File: src/rtl/proc_ctrl_pkg.sv
// Shared types and defaults for the processor run controller.
// Optional cycle counter is enabled with PROC_RUN_CYCLE_COUNT_EN.
package proc_ctrl_pkg;

    localparam int DEF_XLEN       = 64;
    localparam int DEF_WDOG_LIMIT = 255;

    typedef enum logic [2:0] {
        IDLE,
        HOLD,
        RUN,
        CHECK,
        DONE
    } run_state_t;

endpackage

File: src/rtl/run_watchdog.sv
// Saturating RUN-cycle watchdog with an optional cycle counter.
// The counter is built only when PROC_RUN_CYCLE_COUNT_EN is defined.
module run_watchdog
    import proc_ctrl_pkg::*;
#(
    parameter int WDOG_W     = 16,
    parameter int WDOG_LIMIT = DEF_WDOG_LIMIT
) (
    input  logic              clk,
    input  logic              rst,
    input  logic              clr,
    input  logic              run,
    input  logic              stop,
    output logic              expired,
    output logic [WDOG_W-1:0] count
);

    localparam logic [WDOG_W-1:0] LAST = WDOG_W'(WDOG_LIMIT - 1);

    logic [WDOG_W-1:0] wdog_q;

    // Parks at LAST; the controller leaves RUN on that cycle.
    always_ff @(posedge clk or posedge rst) begin
        if (rst) begin
            wdog_q <= '0;
        end else if (clr) begin
            wdog_q <= '0;
        end else if (run && !stop && !expired) begin
            wdog_q <= wdog_q + 1'b1;
        end
    end

    assign expired = (wdog_q == LAST);

`ifdef PROC_RUN_CYCLE_COUNT_EN
    logic [WDOG_W-1:0] cyc_q;

    always_ff @(posedge clk or posedge rst) begin
        if (rst) begin
            cyc_q <= '0;
        end else if (clr) begin
            cyc_q <= '0;
        end else if (run && cyc_q != '1) begin
            cyc_q <= cyc_q + 1'b1;
        end
    end

    assign count = cyc_q;
`else
    assign count = '0;
`endif

endmodule

File: src/rtl/proc_run_ctrl.sv
// Run controller: resets the core, releases it, watches for end PC or
// watchdog expiry and grades the result. Macro: PROC_RUN_CYCLE_COUNT_EN.
module proc_run_ctrl
    import proc_ctrl_pkg::*;
#(
    parameter int XLEN         = DEF_XLEN,
    parameter int RESET_CYCLES = 2,
    parameter int WDOG_W       = 16,
    parameter int WDOG_LIMIT   = DEF_WDOG_LIMIT
) (
    input  logic              CLK,
    input  logic              reset,
    input  logic              start,
    input  logic [XLEN-1:0]   cfg_startpc,
    input  logic [XLEN-1:0]   cfg_endpc,
    input  logic [XLEN-1:0]   cfg_expected,
    input  logic [XLEN-1:0]   currentpc,
    input  logic [XLEN-1:0]   MemtoRegOut,
    output logic              proc_resetl,
    output logic [XLEN-1:0]   proc_startpc,
    output logic              busy,
    output logic              done,
    output logic              pass,
    output logic              timeout,
    output logic [XLEN-1:0]   result,
    output logic [WDOG_W-1:0] cycle_count
);

    localparam int HW = (RESET_CYCLES > 1) ? $clog2(RESET_CYCLES) : 1;
    localparam logic [HW-1:0] HOLD_LAST = HW'(RESET_CYCLES - 1);

    run_state_t      state_q, state_n;
    logic [HW-1:0]   hold_q;
    logic [XLEN-1:0] endpc_q;
    logic [XLEN-1:0] expected_q;
    logic            start_ok;
    logic            end_hit;
    logic            wd_expired;

    assign start_ok = start && (state_q == IDLE || state_q == DONE);
    assign end_hit  = (currentpc >= endpc_q);

    run_watchdog #(
        .WDOG_W    (WDOG_W),
        .WDOG_LIMIT(WDOG_LIMIT)
    ) u_wdog (
        .clk    (CLK),
        .rst    (reset),
        .clr    (start_ok),
        .run    (state_q == RUN),
        .stop   (end_hit),
        .expired(wd_expired),
        .count  (cycle_count)
    );

    always_comb begin
        state_n = state_q;
        unique case (state_q)
            IDLE, DONE: if (start) state_n = HOLD;
            HOLD:       if (hold_q == HOLD_LAST) state_n = RUN;
            RUN: begin
                // End PC takes priority over a coincident timeout.
                if (end_hit)         state_n = CHECK;
                else if (wd_expired) state_n = DONE;
            end
            CHECK:      state_n = DONE;
            default:    state_n = IDLE;
        endcase
    end

    always_ff @(posedge CLK or posedge reset) begin
        if (reset) begin
            state_q <= IDLE;
            hold_q  <= '0;
        end else begin
            state_q <= state_n;
            hold_q  <= (state_q == HOLD) ? hold_q + 1'b1 : '0;
        end
    end

    always_ff @(posedge CLK or posedge reset) begin
        if (reset) begin
            proc_startpc <= '0;
            endpc_q      <= '0;
            expected_q   <= '0;
        end else if (start_ok) begin
            proc_startpc <= cfg_startpc;
            endpc_q      <= cfg_endpc;
            expected_q   <= cfg_expected;
        end
    end

    always_ff @(posedge CLK or posedge reset) begin
        if (reset) begin
            pass    <= 1'b0;
            timeout <= 1'b0;
            result  <= '0;
        end else if (start_ok) begin
            pass    <= 1'b0;
            timeout <= 1'b0;
            result  <= '0;
        end else if (state_q == CHECK) begin
            result <= MemtoRegOut;
            pass   <= (MemtoRegOut == expected_q);
        end else if (state_q == RUN && !end_hit && wd_expired) begin
            timeout <= 1'b1;
            pass    <= 1'b0;
        end
    end

    // Status flags are decoded from the next state so they stay registered.
    always_ff @(posedge CLK or posedge reset) begin
        if (reset) begin
            proc_resetl <= 1'b0;
            busy        <= 1'b0;
            done        <= 1'b0;
        end else begin
            proc_resetl <= state_n inside {RUN, CHECK, DONE};
            busy        <= state_n inside {HOLD, RUN, CHECK};
            done        <= (state_n == DONE);
        end
    end

endmodule

File: config.mk
export PLATFORM = sky130hd
export DESIGN_NAME = proc_run_ctrl
export DESIGN_NICKNAME = d
export VERILOG_FILES = /design/src/rtl/proc_ctrl_pkg.sv /design/src/rtl/run_watchdog.sv /design/src/rtl/proc_run_ctrl.sv
export SDC_FILE = /design/constraint.sdc
export NUM_CORES = 1
export LEC_CHECK = 0
export BUFFER_PORTS_ARGS = -buffer_cell sky130_fd_sc_hd__buf_2
export CAP_MARGIN = 20
export CORE_AREA = 4 4 182 184
export CTS_BUF_LIST = sky130_fd_sc_hd__clkbuf_16
export CTS_CLUSTER_SIZE = 24
export DETAILED_ROUTE_END_ITERATION = 7
export DIE_AREA = 0 0 186 188
export MAX_ROUTING_LAYER = met4
export PLACE_DENSITY_LB_ADDON = 0.25
export SYNTH_ARGS = -nofsm -noshare
export SYNTH_HDL_FRONTEND = slang
export SYNTH_SLANG_ARGS = --single-unit
File: constraint.sdc
create_clock -name CLK -period 11.3 [get_ports CLK]
set_input_delay 0.565 -clock CLK [delete_from_list [all_inputs] [get_ports CLK]]
set_output_delay 0.565 -clock CLK [all_outputs]
set_load 0.05 [all_outputs]
==> qor.txt, run 1 <==
Detailed placement HPWL: 29,500 um
Yosys warning count: 0
Fin. max-slew vios: 0
Post-Syn Area: 13,000 um^2
Post-synth cell types: 46
Root Buffer: clkbuf_16
Largest net degree at the start of global routing: 208
First drt pass iteration count: 5
Clk slew on worst S/H paths: 60 ps
Iteration-0 DRC count of the detailed router: 605
Largest family of logic cells by synthesized area: simple AND/OR/NAND/NOR gates
Gr ovfl total: 0
Synth Area in XOR/XNOR: 4.31%
Max FO, Critical Path: 14
Max cap viols: 0
Element type at the critical path end: flip-flop
Final worst-path cycle share: 27.1%
Cell Count, Final, Fillers Out: 2,237
Initial antenna violation count: 12
Routed wire length: 40,100 um
Die area: 35,000 um^2
Relative max-transition margin: 28.9%
Post-synthesis compound-gate area fraction: 9.59%
Worst Setup Start Kind: flip-flop
Num CTS Buffers: 31
Worst Max-Slew Pin Slew: 1060 ps
Synthesized flop and latch total: 281
Post-synth ARST share: 100%
Final ANT Viol Nets: 0
Number of synthesized flops with an enable pin: 0
Post-layout min period: 3060 ps
IO Pins: 472
Vias in the first global route: 11.2k
Die Y: 188 um
Design Power: 4.71 mW
Layout cell share with drive strength beyond 1: 28.1%
Area Growth Syn to Fin: 27.0%
Clock latency on the worst-skew pair: 550 ps
Peak VDD IR: 0.215 mV
Max Fclk: 327 MHz
CTS tree: done
GRT Total Usage: 22.7%
Row count: 65
Post-synthesis sequential area ratio: 54.1%
CTS Buffer Depth: 3
Core Util, Final: 52.6%
Final setup viols: 0
Core area: 31,400 um^2
H-tree levels: 1
Clock sinks: 281
Clk_skew: 18.9 ps
First-pass GRT wire length: 60,900 um
Post-synthesis simple-gate area fraction: 19.6%
Final hold vios: 0
Outcome: complete, no violations
Initial Util: 41.4%
Port bufs: 455
Die Wd: 186 um
Crit path DAT: 3490 ps
DR vias: 11.1k
RSZ-0062 raised after global routing: false
TNS Setup: 0 ps
Most used DFF post-synth: dfrtp_1
Lkg Pwr: 9.09 nW
Worst Setup Path Type: flip-flop to flip-flop
Fill cells: 2,948
Multiplexer share of the synthesized area: 1.08%
Post-CTS setup buffer count: 0
Via density: 4.97
Power Dens Cells: 285 nW/um^2
Routed length per placed instance: 17.9 um
DR DRC count: 0
Hold crit path type: primary input to flip-flop
RD Place Congestion: 0.880
Syn Area/Cell: 9.50 um^2
Post-Place Cells: 2,167
Gate Count Post-Synth: 1,369
NumNets Final: 2,189
Critical Path RT: 11,730 ps
Post-Synth Adder-Cell Area: 6.35%
power breakdown:
group          switching, mW  internal (mW)  total (mW)
clock network          0.395          0.492       0.887
logic                   1.55          0.622        2.17
registers              0.220           1.43        1.65
total                   2.17           2.55        4.71
per-layer routing:
layer	up-vias	global-route usage, %	wire length (um)
li1	5363	-	-
met1	5242	29.6	16500
met2	423	36.0	19300
met3	80	4.60	3000
met4	0	6.61	1270
met5	-	-	0
final timing paths:
path / startpoint / to / slack [ps] / cells past startpoint
worst max register to register: endpc_q[5] / pass / 8240 / 9
worst min-delay path: cfg_expected[53] / expected_q[53] / 200 / 3
worst max-delay path: endpc_q[5] / pass / 8240 / 9
min in group asynchronous: reset / endpc_q[14] / 530 / 3
max in group asynchronous: reset / proc_resetl / 9140 / 5
worst min register to register: proc_startpc[5] / proc_startpc[5] / 470 / 2
area by class of cell:
cell class | instances | area (um^2) | share of cell area, %
Sequential cell | 281 | 7030 | 42.6
Multi-Input combinational cell | 951 | 5410 | 32.7
Timing Repair Buffer | 463 | 2380 | 14.4
Clock buffer | 31 | 776 | 4.70
Tap cell | 402 | 503 | 3.04
Inverter | 72 | 278 | 1.68
Clock inverter | 24 | 105 | 0.636
Antenna cell | 13 | 32.5 | 0.197
worst max-delay path: stages, from the launching register on:
cell	delay, ps
dfrtp_1	350
inv_1	100
ha_1	270
a21oi_1	140
o21ai_0	110
a221o_1	330
o31a_1	350
o21ai_1	770
nand4_1	230
a31o_2	290
cell usage in the layout (no fill, tap or decap), types with 8 or more instances in the layout:
master | Yosys | routed
nand3_1 | 16 | 16
o21ai_0 | 71 | 71
nor4_1 | 8 | 8
clkinv_2 | 0 | 8
clkbuf_16 | 0 | 31
nand4_1 | 34 | 34
dfrtp_1 | 281 | 281
and3_1 | 9 | 9
xnor2_1 | 54 | 54
xor2_1 | 10 | 10
diode_2 | 0 | 13
inv_1 | 72 | 83
nor2_1 | 9 | 8
conb_1 | 1 | 16
a21oi_1 | 24 | 24
nand2_1 | 487 | 486
nand2b_1 | 9 | 9
ha_1 | 66 | 66
mux2i_1 | 14 | 14
buf_2 | 2 | 455
a22o_1 | 64 | 64
synth_stat cells, types with 2 or more instances:
cell / count / share of area [%]
buf_2: 2 / 0.077
nand3_1: 16 / 0.62
nand2b_1: 9 / 0.43
a22o_1: 64 / 4.3
and3_1: 9 / 0.43
o21a_1: 2 / 0.12
nor2b_1: 4 / 0.19
a21oi_1: 24 / 0.92
dfrtp_1: 281 / 54
nor4_1: 8 / 0.38
nor3_1: 7 / 0.27
o211ai_1: 2 / 0.12
nand4_1: 34 / 1.6
clkbuf_1: 59 / 1.7
ha_1: 66 / 6.4
xnor2_1: 54 / 3.6
o21ai_0: 71 / 2.7
a31o_2: 2 / 0.13
nand2_1: 487 / 14
buf_4: 16 / 0.92
a221oi_1: 4 / 0.27
inv_1: 72 / 2.1
nand3b_1: 2 / 0.12
buf_1: 2 / 0.058
a221o_1: 2 / 0.15
or3_1: 5 / 0.24
mux2i_1: 14 / 1.1
nor2_1: 9 / 0.26
and4_1: 7 / 0.47
and2_1: 2 / 0.096
nor4b_1: 2 / 0.13
a21o_1: 7 / 0.40
xor2_1: 10 / 0.67
o21ai_1: 2 / 0.077
stage by stage:
step | hold WS (ps) | setup WS, ps | instance area [um^2]
floorplan | 450 | 2980 | 13100
detailed placement | 456 | 8010 | 15600
global route | 178 | 8100 | 16500
CTS | 166 | 8280 | 16400
finish | 197 | 8240 | 16500
global placement | 453 | 8030 | 15600
flip-flops by register name (all words and copies together), names as in the netlist:
signal / count
endpc_q: 64
expected_q: 64
proc_startpc: 64
result: 64
u_wdog.wdog_q: 16
state_q: 3
busy: 1
done: 1
hold_q: 1
pass: 1
proc_resetl: 1
timeout: 1
logic make-up after synthesis:
logic type      count (synthesis)
simple gates                  606
flops                         281
compound gates                185
buf+inv                       152
fa+ha+maj                      66
xor+xnor                       64
mux                            14
other cells                     1
timing repair:
item                                   CTS  global route
resized for setup                        0             0
endpoints found under the hold margin    0            29
hold buffers                             0             1
Power figures use the tool's default switching activity.
==> run 2: changes to the inputs <==
--- a/config.mk
+++ b/config.mk
@@ -5,13 +5,14 @@
 export SDC_FILE = /design/constraint.sdc
 export NUM_CORES = 1
 export LEC_CHECK = 0
+export ABC_AREA = 1
 export BUFFER_PORTS_ARGS = -buffer_cell sky130_fd_sc_hd__buf_2
 export CAP_MARGIN = 20
-export CORE_AREA = 4 4 182 184
+export CORE_AREA = 4 4 183 185
 export CTS_BUF_LIST = sky130_fd_sc_hd__clkbuf_16
 export CTS_CLUSTER_SIZE = 24
 export DETAILED_ROUTE_END_ITERATION = 7
-export DIE_AREA = 0 0 186 188
+export DIE_AREA = 0 0 187 189
 export MAX_ROUTING_LAYER = met4
 export PLACE_DENSITY_LB_ADDON = 0.25
 export SYNTH_ARGS = -nofsm -noshare
==> constraint.sdc (replaced) <==
create_clock -name CLK -period 2.59 [get_ports CLK]
set_input_delay 0.1295 -clock CLK [delete_from_list [all_inputs] [get_ports CLK]]
set_output_delay 0.1295 -clock CLK [all_outputs]
set_load 0.05 [all_outputs]
==> run 2 against run 1 <==
  * Worst hold slack lost 120 ps
  * Die area up 1.1%
  * Clock power grew to 4.7 times the previous value
  * Critical path depth grew 4
  * Critical path type unchanged
  * Critical endpoint is now u_wdog.wdog_q[14]
==> qor.txt, run 2 <==
Clock power share: 18.4% (-0.4 points)
Synth Area in XOR/XNOR: 4.03% (-0.28 points)
DR DRC count: 0 (unchanged)
Via density: 4.80 (-3.3%)
Worst Setup Path Type: flip-flop to flip-flop
R2r startpoint: endpc_q[15]
Peak VDD IR: 0.952 mV (+340%)
Post-CTS setup buffer count: 0 (unchanged)
Num CTS Buffers: 31 (unchanged)
Design Power: 22.6 mW (+380%)
Switching share of total power: 47.4% (+1.4 points)
Die area: 35,300 um^2 (+1.1%)
Fill cells: 2,657 (-9.9%)
Clk slew on worst S/H paths: 70 ps (about the same)
Area Growth Syn to Fin: 45.4%
Outcome: complete, no violations
Vias in the first global route: 14.1k (+25%)
Most common cell after layout, fill and taps aside: nand2_1
Clock sinks: 281 (unchanged)
Post-synthesis sequential area ratio: 51.4% (-2.7 points)
R2r setup slk: 310 ps (-7930 ps)
Reg2reg end: u_wdog.wdog_q[14]
Comb pwr share: 48.2% (+2.1 points)
Share of the synthesized area in the top cell type: 51.4% (-2.7 points)
Clk_skew: 15.7 ps (-3.17 ps)
Gr ovfl total: 0 (unchanged)
Most used DFF post-synth: dfrtp_1
Row count: 66 (+1.5%)
DR top layer: met4
Syn Area/Cell: 8.30 um^2 (-13%)
Multi-input logic area: 5810 um^2 (+7.5%)
Most common cell in the synthesized netlist: nand2_1
Met2 routed WL: 22,600 um (+17%)
Wire length on met3: 2360 um (-21%)
Yosys warning count: 0 (unchanged)
TNS Setup: 0 ps (unchanged)
Max cap viols: 0 (unchanged)
Max Fclk: 439 MHz (+34%)
FF+latch area: 7030 um^2 (unchanged)
Wire length on met1: 17,900 um (+8.7%)
Post-Place Cells: 2,459 (+13%)
CTS Buffer Depth: 3 (unchanged)
Worst Path Buf+Inv: 1 (unchanged)
HP Start: start
Top delay family on crit path: simple AND/OR/NAND/NOR gates
Initial antenna violation count: 2 (-10)
Final ANT Viol Nets: 0 (unchanged)
H-tree levels: 1 (unchanged)
Die Wd: 187 um (+0.54%)
Cell mode on critical path: nand2_1
Worst Reg-to-Reg Cells: 13 (+4)
Die Y: 189 um (+0.53%)
RD Place Congestion: 0.908 (+3.2%)
NumNets Final: 2,730 (+25%)
Worst Max-Slew Pin Slew: 685 ps (-379 ps)
Core Util, Final: 62.1% (+9.5 points)
Routed wire length: 45,000 um (+12%)
Post-Syn Area: 13,700 um^2 (+5.2%)
Synth top area cells: dfrtp_1 (51%), nand2_1 (18%), ha_1 (6.0%)
Final worst-path cycle share: 87.9% (+61 points)
CP max-delay cell: dfrtp_1
Crit-path max cell delay: 330 ps (-440 ps)
Final instance area: 19,900 um^2 (+20%)
CTS tree: done
Layout cell share with drive strength beyond 1: 23.4% (-4.7 points)
Gate Count Post-Synth: 1,649 (+20%)
Number of synthesized flops with an enable pin: 0 (unchanged)
Crit path DAT: 2710 ps (-780 ps)
Cell Count, Final, Fillers Out: 2,773 (+24%)
Most instantiated cells after synthesis: nand2_1 (653), dfrtp_1 (281), inv_1 (126)
Post-synth ARST share: 100% (unchanged)
Post-layout min period: 2280 ps (-782 ps)
GRT Total Usage: 25.5% (+2.8 points)
Internal power: 11.9 mW (+370%)
Core area: 32,000 um^2 (+2.1%)
Post-cts sizing count: 0 (unchanged)
Post-synth cell types: 34 (-26%)
Hold depth: 6 (+3)
Switching power: 10.7 mW (+400%)
Min-Delay Endpoint: done
Critical Path RT: 3020 ps (-8710 ps)
Final hold vios: 0 (unchanged)
Largest family of logic cells by synthesized area: simple AND/OR/NAND/NOR gates
Iteration-0 DRC count of the detailed router: 733 (+21%)
Worst Setup Start Kind: flip-flop
Final setup viols: 0 (unchanged)
Routed length per placed instance: 16.2 um (-9.5%)
Hold crit path type: primary input to flip-flop
Multiplexer share of the synthesized area: 0% (-1.1 points)
Largest net degree at the start of global routing: 119 (-43%)
IO Pins: 472 (unchanged)
Detailed placement HPWL: 30,500 um (+3.6%)
Power Dens Cells: 1140 nW/um^2 (+300%)
Post-synthesis compound-gate area fraction: 4.79% (-4.8 points)
Port bufs: 455 (unchanged)
Root Buffer: clkbuf_16
Synthesized flop and latch total: 281 (unchanged)
RSZ-0062 raised after global routing: false
Lkg Pwr: 10.8 nW (+19%)
DP Area: 16,400 um^2 (+5.1%)
Clock latency on the worst-skew pair: 560 ps (about the same)
Hold_buf cts: 257 (+257)
DR vias: 13.3k (+20%)
Relative max-transition margin: 54.3% (+25 points)
Post-Synth Adder-Cell Area: 6.03% (-0.32 points)
First-pass GRT wire length: 72,400 um (+19%)
Fin. max-slew vios: 0 (unchanged)
Most frequent cells in the layout: nand2_1 (653), buf_2 (455), dfrtp_1 (281), dlygate4sd3_1 (257), inv_1 (131)
Initial Util: 42.7% (+1.3 points)
Element type at the critical path end: flip-flop
First drt pass iteration count: 5 (unchanged)
Max FO, Critical Path: 17 (+3)
Leading area contributor after synthesis: dfrtp_1
Register share of total power: 33.4% (-1.6 points)
Critical path, cell by cell: inv_1, ha_1, nand2_1, nor3_1, nand2_1, nor2_1, nor2_1, nand2_1, nand2_2, nand4_4, nand2_4, nand2_1, nand2_1
Post-synthesis simple-gate area fraction: 27.1% (+7.5 points)
[run 2: worst max path at each step]
stage	from	to	slack, ps	depth (start not counted)
2_1_floorplan	reset	busy	-1260	1
3_3_place_gp	endpc_q[11]	u_wdog.wdog_q[15]	420	13
3_5_place_dp	endpc_q[53]	u_wdog.wdog_q[14]	350	13
4_1_cts	endpc_q[53]	u_wdog.wdog_q[14]	320	13
5_1_grt	endpc_q[59]	u_wdog.wdog_q[4]	100	12
6_report	endpc_q[15]	u_wdog.wdog_q[14]	310	13
[run 2: worst reg2reg max path, delay by kind of cell (launching register included)]
kind,cells,cell delay (ps)
adder cells (fa/ha/maj),1,280
AND/OR/NAND/NOR,11,1490
flip-flops,1,330
buffers and inverters,1,50
[run 2: through the flow]
stage / setup slack (ps) / hold slack, ps
after floorplan: -1260 / 246
after global placement: 424 / 223
after detailed placement: 348 / 227
after CTS: 320 / 55.5
after global routing: 101 / 118
final: 314 / 79.3
[run 2: power by group through the flow]
| stage | Sequential (mW) | Clock [mW] | Combinational (mW) |
|---|---|---|---|
| detailed placement | 7.58 | 0 | 10.6 |
| finish | 7.56 | 4.16 | 10.9 |
| global placement | 7.52 | 0 | 10.3 |
| floorplan | 10.8 | 0 | 4.48 |
| global route | 7.80 | 4.46 | 12.0 |
| CTS | 7.53 | 4.27 | 10.9 |
[run 2: kinds of logic after synthesis]
kind of cell,count (synthesis)
DFF,281
and+or+nand+nor,898
xor gates and xnor gates,63
buffers and inverters,211
adders and majority gates,66
other,1
AOI/OAI and AO/OA,129
[run 2: area by class of cell]
type                       instances  area share (%)
tap                              408            2.57
antenna                            2          0.0252
sequential                       281            35.3
inverter                         126            2.42
clock buffer                      31            3.90
clock inverter                    24           0.874
timing repair buffer             729            25.6
multi-input combinational       1172            29.2
[run 2: per-layer routing]
metal / up-vias / global-route usage, %
met2: 461 / 43.9
met5: - / -
li1: 6539 / -
met3: 117 / 4.13
met1: 6203 / 30.4
met4: 0 / 9.84
